<file path="src/rtl/mux_nway_pipe.sv">
// mux_nway_pipe
//   Registered N-input, WIDTH-bit selector with valid/ready handshakes on both
//   sides and a 2-entry skid buffer. It is meant for wide operand/result
//   selection between pipeline stages, for example choosing an ALU source or
//   a write-back source. Back-pressure never drops or duplicates a word.
//
// Parameters
//   WIDTH     data word width (>= 1)
//   NUM_IN    number of data inputs (>= 2)
//   SEL_W     select width, derived from NUM_IN; leave at its default
//
// Ports
//   clk        rising-edge clock
//   reset      asynchronous, active-high reset
//   data_in    packed inputs; input i sits at data_in[i*WIDTH +: WIDTH]
//   sel        input index, sampled together with data_in
//   in_valid   upstream is offering {data_in, sel}
//   in_ready   block can accept this cycle (decoded from registered state only)
//   data_out   selected word at the head of the buffer
//   sel_err    head word was produced by an out-of-range sel
//   out_valid  data_out / sel_err hold a valid word
//   out_ready  downstream consumes the head word this cycle
//
// States
//   EMPTY | no words held, out_valid=0
//   ONE   | main register holds the head word
//   TWO   | main holds the head word, skid holds the next one, in_ready=0

module mux_nway_pipe #(
  parameter int WIDTH  = 32,
  parameter int NUM_IN = 4,
  parameter int SEL_W  = $clog2(NUM_IN)
) (
  input  logic                    clk,
  input  logic                    reset,
  input  logic [NUM_IN*WIDTH-1:0] data_in,
  input  logic [SEL_W-1:0]        sel,
  input  logic                    in_valid,
  output logic                    in_ready,
  output logic [WIDTH-1:0]        data_out,
  output logic                    sel_err,
  output logic                    out_valid,
  input  logic                    out_ready
);

  typedef enum logic [1:0] {
    EMPTY = 2'd0,
    ONE   = 2'd1,
    TWO   = 2'd2
  } state_t;

  state_t             state;
  logic [WIDTH-1:0]   main_data;
  logic               main_err;
  logic [WIDTH-1:0]   skid_data;
  logic               skid_err;

  logic [WIDTH-1:0]   pick_data;
  logic               pick_err;
  logic               accept;
  logic               pop;

  // Out-of-range selects (only reachable when NUM_IN is not a power of two)
  // resolve to a zero word flagged with an error rather than wrapping around.
  always_comb begin
    pick_data = '0;
    pick_err  = 1'b1;
    for (int i = 0; i < NUM_IN; i++) begin
      if (sel == SEL_W'(i)) begin
        pick_data = data_in[i*WIDTH +: WIDTH];
        pick_err  = 1'b0;
      end
    end
  end

  assign in_ready  = (state != TWO);
  assign out_valid = (state != EMPTY);
  assign accept    = in_valid & in_ready;
  assign pop       = out_valid & out_ready;

  assign data_out  = main_data;
  assign sel_err   = main_err;

  always_ff @(posedge clk or posedge reset) begin
    if (reset) begin
      state     <= EMPTY;
      main_data <= '0;
      main_err  <= 1'b0;
      skid_data <= '0;
      skid_err  <= 1'b0;
    end else begin
      case (state)
        EMPTY: begin
          if (accept) begin
            main_data <= pick_data;
            main_err  <= pick_err;
            state     <= ONE;
          end
        end
        ONE: begin
          if (accept && pop) begin
            main_data <= pick_data;
            main_err  <= pick_err;
          end else if (accept) begin
            // Head is stalled; park the newcomer behind it.
            skid_data <= pick_data;
            skid_err  <= pick_err;
            state     <= TWO;
          end else if (pop) begin
            state     <= EMPTY;
          end
        end
        TWO: begin
          if (pop) begin
            main_data <= skid_data;
            main_err  <= skid_err;
            state     <= ONE;
          end
        end
        default: begin
          state <= EMPTY;
        end
      endcase
    end
  end

endmodule

</file>
<file path="config.mk">
export PLATFORM = sky130hd
export DESIGN_NAME = mux_nway_pipe
export DESIGN_NICKNAME = d
export VERILOG_FILES = /design/src/rtl/mux_nway_pipe.sv
export SDC_FILE = /design/constraint.sdc
export NUM_CORES = 1
export LEC_CHECK = 0
export CAP_MARGIN = 30
export CORE_MARGIN = 2
export CORE_UTILIZATION = 42
export DETAILED_ROUTE_END_ITERATION = 8
export PLACE_DENSITY = 0.81
export SLEW_MARGIN = 15
export SYNTH_ARGS = -nofsm -noshare
export SYNTH_HDL_FRONTEND = slang
export SYNTH_SLANG_ARGS = --single-unit
export TNS_END_PERCENT = 10
</file>
<file path="constraint.sdc">
create_clock -name clk -period 2.98 [get_ports clk]
set_input_delay 0.596 -clock clk [delete_from_list [all_inputs] [get_ports clk]]
set_output_delay 0.596 -clock clk [all_outputs]
set_load 0.02 [all_outputs]
</file>
After elaboration in Yosys (flattened, before gate mapping)
Index checks and enable logic that the tools add are counted.
W data, S select, Z words.
{ "word_totals": {"register_bits": 68, "word_cells": 49, "out_inout_bits": 35, "in_bits": 134} }
{ "op_classes": {"n_reduce_logical": 8, "bitwise": 3, "mux": 22, "eq_ne": 11} }
{ "ops": {"columns": ["op", "count"], "rows": [
  ["$mux W32", 7],
  ["$pmux W32 S3", 1],
  ["$mux W2", 5],
  ["$ne A2 B2 Y1 const B", 5],
  ["$reduce_and A4 Y1", 2],
  ["$mux W1", 7],
  ["$eq A2 B2 Y1 const B", 3],
  ["$pmux W2 S3", 1],
  ["$eq A2 B1 Y1 const B", 2],
  ["$logic_not A2 Y1", 2],
  ["$ne A3 B3 Y1 const B", 1],
  ["$pmux W1 S3", 1],
  ["$reduce_and A3 Y1", 1],
  ["$reduce_bool A3 Y1", 1],
  ["$and A1 B1 Y1", 2],
  ["$reduce_bool A2 Y1", 1],
  ["$logic_and A1 B1 Y1", 1],
  ["$not A1 Y1", 1]
]} }

Depth between registers and ports, before layout
{ "logic_depth": {"word_depth": 7, "mapped_depth": 5, "mapped_depth_nobuf": 3} }

Worst setup path before layout
No wires, ideal clock.
{ "synth_timing": {"kind": "input port to flip-flop", "startpoint": "input sel[0]", "endpoint": "register main_data[19] (netlist: data_out[19])", "t_arrival_ns": 1.657, "setup_time_ns": 0.126, "slack_ns": 1.197, "n_path_buf": 2, "path_stages": 4, "t_required_ns": 2.854, "cell_sequence": "buf_6 > buf_6 > mux4_2 > a221o_1"} }
{ "synth_via": {"elab_chain_cells": 7, "word_cells_on_any_way": 11, "cone_classes": "3 x eq/ne; 7 x mux; 1 x reduce/logical"} }
{ "synth_rtl": {"columns": ["item", "line_no", "text"], "rows": [
  ["start, declared", "37", "input logic [SEL_W-1:0] sel,"],
  ["$logic_not A2 Y1", "69", "if (sel == SEL_W'(i)) begin"],
  ["$mux W32 (3 in a row)", "69", null],
  ["$mux W32 *", "69", null],
  ["$mux W32, on equally long branches", "101, 94", null],
  ["$pmux W32 S3 *", "92", "case (state)"],
  ["end signal, assigned", "95", "main_data <= pick_data;"],
  ["end signal, assigned", "102", "main_data <= pick_data;"],
  ["end signal, assigned", "115", "main_data <= skid_data;"],
  ["end, declared", "53", "logic [WIDTH-1:0] main_data;"]
]} }
Mark *: on every way between the ends. The rest lies on a longest branch, timed or not. The select of a mux whose other input is x is not followed.
A chain may end at the register's enable or synchronous reset.

Worst setup path in the final report
{ "layout_timing": {"startpoint": "register state[1]", "endpoint": "output out_valid"} }
{ "layout_via": {"elab_chain_cells": 1} }
{ "layout_rtl": {"columns": ["item", "line_no", "text"], "rows": [
  ["start, declared", "52", "state_t state;"],
  ["start signal, assigned", "86", "state <= EMPTY;"],
  ["start signal, assigned", "97", "state <= ONE;"],
  ["start signal, assigned", "108", "state <= TWO;"],
  ["$reduce_bool A2 Y1", "77", "assign out_valid = (state != EMPTY);"],
  ["end, declared", "42", "output logic out_valid,"]
]} }
No other way between the ends.

==> run metrics <==
skew final=9.744 ps; worst path cell trace=or2_2 -> clkdlybuf4s50_1; Pint=0.002514 W; wire per inst=19.30 um; clock sink count=68; # nets final=537; Switch Pwr=0.001101 W; fmax=423.1 MHz; Logic pwr share=38.5%; CP endpoint kind=output port; met3 global-route usage=4.029%; number of remaining DRC errors=0; routability cong.=0.7462; Startpoint Class=register; most frequent cells in the layout=clkdlybuf4s50_1, dfrtp_1, and4b_1; Seq cells post-synth=68; largest net degree at the start of global routing=69; most common cell after layout, fill and taps aside=clkdlybuf4s50_1; Synth area leader=dfrtp_1; share of the synthesized area in the top cell type=46.15%; Final ANT Viol Nets=0; DP Wirelength=7346 um; FP Rows=34; top post-synthesis cells by area=dfrtp_1, mux4_2, mux2_2, and4b_1, a221o_1; Synth Warn #=0; CP Max Fanout=14; predominant post-synthesis flop cell=dfrtp_1; sequential area share after synthesis=46.15%; postcts setup bufs=0; CP required=2380 ps; die area=9544 sq um; root buffer cell=clkbuf_8; outcome=complete, no violations; final setup fails=0; RSZ-0062 raised after global routing=false; Critical Path Max Stage Delay=550 ps; Via density=5.806; H-tree Lvls=3; number of synthesized flops with an enable pin=0; Critical-path top delay cell=clkdlybuf4s50_1; Skew-Pair Late Insertion Delay=340 ps; Netlist cell types=22; period utilization=79.31%; CP Data Arrival Time=1770 ps; core area=8636 sq um; met1 usage=27.89%; Avg Cell Area, Syn=15.24 sq um; maximum VDD drop=0.0003229 V; Pwr Total=0.003615 W; Setup TNS Final=0 ps; Routed WL=9939 um; number of fill cells=655; CP Buf/Inv Count=1; Layout area overhead=53.34%; initial DRC count=142; DR vias=2,990; Synth Instances=242; Final Hold Vio Count=0; worst slew pin tran=937.6 ps; total track usage=21.70%; initial antenna violation count=0; TritonCTS clock tree=done; top-level port count=169; Synth async-reset ratio=100.0%; P_leak=2.327 nW; worst hold path type=reg2reg; vias in the first global route=3,274; Max Cap Viol=0; share of cells above drive strength 1=22.60%; WS Path Type=reg2out; Max clock buf depth=2; Reg power frac=41.2%; I/O Buffers=168; drt pass-1 iters=4; sw frac=30.46%; grt total ovfl=0; slew margin rel.=37.35%; Die W=97.70 um; delay-heaviest family, CP=buffers and inverters; Ant. Diodes=0; clock-pin slew on the worst setup and hold paths=70 ps; clock share of power=20.3%; Initial Util=42.70%; gr busiest metal=met2; met2 usage=36.66%; Die Y=97.70 um; PD cells=639.3 nW/um^2; post-CTS resize count=0; CTS Buf Count=9; synthesized net count=376; first-pass GRT wire length=16,320 um; count of final max-slew check failures=0; post-layout min period=2363 ps; synthesized cell area=3687 sq um; CTS Hold Bufs=0
sequential cells by signal, summed over array words and instances, names as in the netlist:
signal	count
data_out	32
sel_err	1
state	2
skid_data	32
skid_err	1
power groups by stage:
| stage | sequential [W] | combinational, W | clock (W) |
|---|---|---|---|
| finish | 0.00149 | 0.00139 | 0.000734 |
| global route | 0.00153 | 0.00148 | 0.000784 |
| CTS | 0.00149 | 0.00141 | 0.000744 |
| detailed placement | 0.00150 | 0.00141 | 0 |
| global placement | 0.00148 | 0.00137 | 0 |
| floorplan | 0.00162 | 0.000612 | 0 |
routing by layer:
layer,vias to the layer above,share of wire [%]
met5,-,0
met4,0,2.1
met3,18,6.0
met2,121,52
met1,1515,40
li1,1336,-
synthesized netlist by cell type (2+ instances only):
master	instances
a21oi_1	2
buf_1	4
dfrtp_1	68
and4b_1	33
buf_6	4
mux2_2	32
o22ai_1	2
buf_2	7
a221o_1	32
nor2_1	2
nor2b_1	2
nand2b_1	3
clkbuf_1	12
mux4_2	31
final timing paths:
path	startpoint	end	slack [ps]	cells past startpoint
min reg2reg	sel_err$_DFFE_PP0P_	sel_err$_DFFE_PP0P_	480	1
max in group asynchronous	reset	state[1]$_DFFE_PP0P_	2030	3
min	sel_err$_DFFE_PP0P_	sel_err$_DFFE_PP0P_	480	1
max	state[1]$_DFFE_PP0P_	out_valid	620	2
max reg2reg	state[1]$_DFFE_PP0P_	data_out[13]$_DFFE_PP0P_	760	4
min in group asynchronous	reset	data_out[6]$_DFFE_PP0P_	660	3
cell type report:
type	count	area [sq um]	share of cell area (%)
Clock buffer	13	148.9	2.633
Tap cell	108	135.1	2.390
Inverter	1	3.754	0.06639
Sequential cell	68	1702	30.10
Timing Repair Buffer	178	1772	31.33
Clock inverter	2	35.03	0.6196
Multi-Input combinational cell	145	1858	32.86
metrics by stage:
| step | hold slack [ps] | instance area, sq um | utilization [%] | worst slack [ps] | instances |
|---|---|---|---|---|---|
| after floorplan | 456.1 | 3687 | - | 672.5 | 242 |
| after global placement | 459.5 | 5470 | 63.34 | 507.6 | 500 |
| after global routing | 489.9 | 5654 | 65.47 | 557.6 | 515 |
| after CTS | 480.7 | 5654 | 65.47 | 603.0 | 515 |
| final | 476.1 | 5654 | 65.47 | 616.7 | 515 |
| after detailed placement | 465.1 | 5470 | 63.34 | 444.3 | 500 |
cells by family after synthesis:
group / synth area share [%]
AOI/OAI and AO/OA: 9.501
DFF: 46.15
buffers and inverters: 4.037
and+or+nand+nor: 10.62
muxes: 29.69
Note: power is estimated with default switching activity, not from simulation.
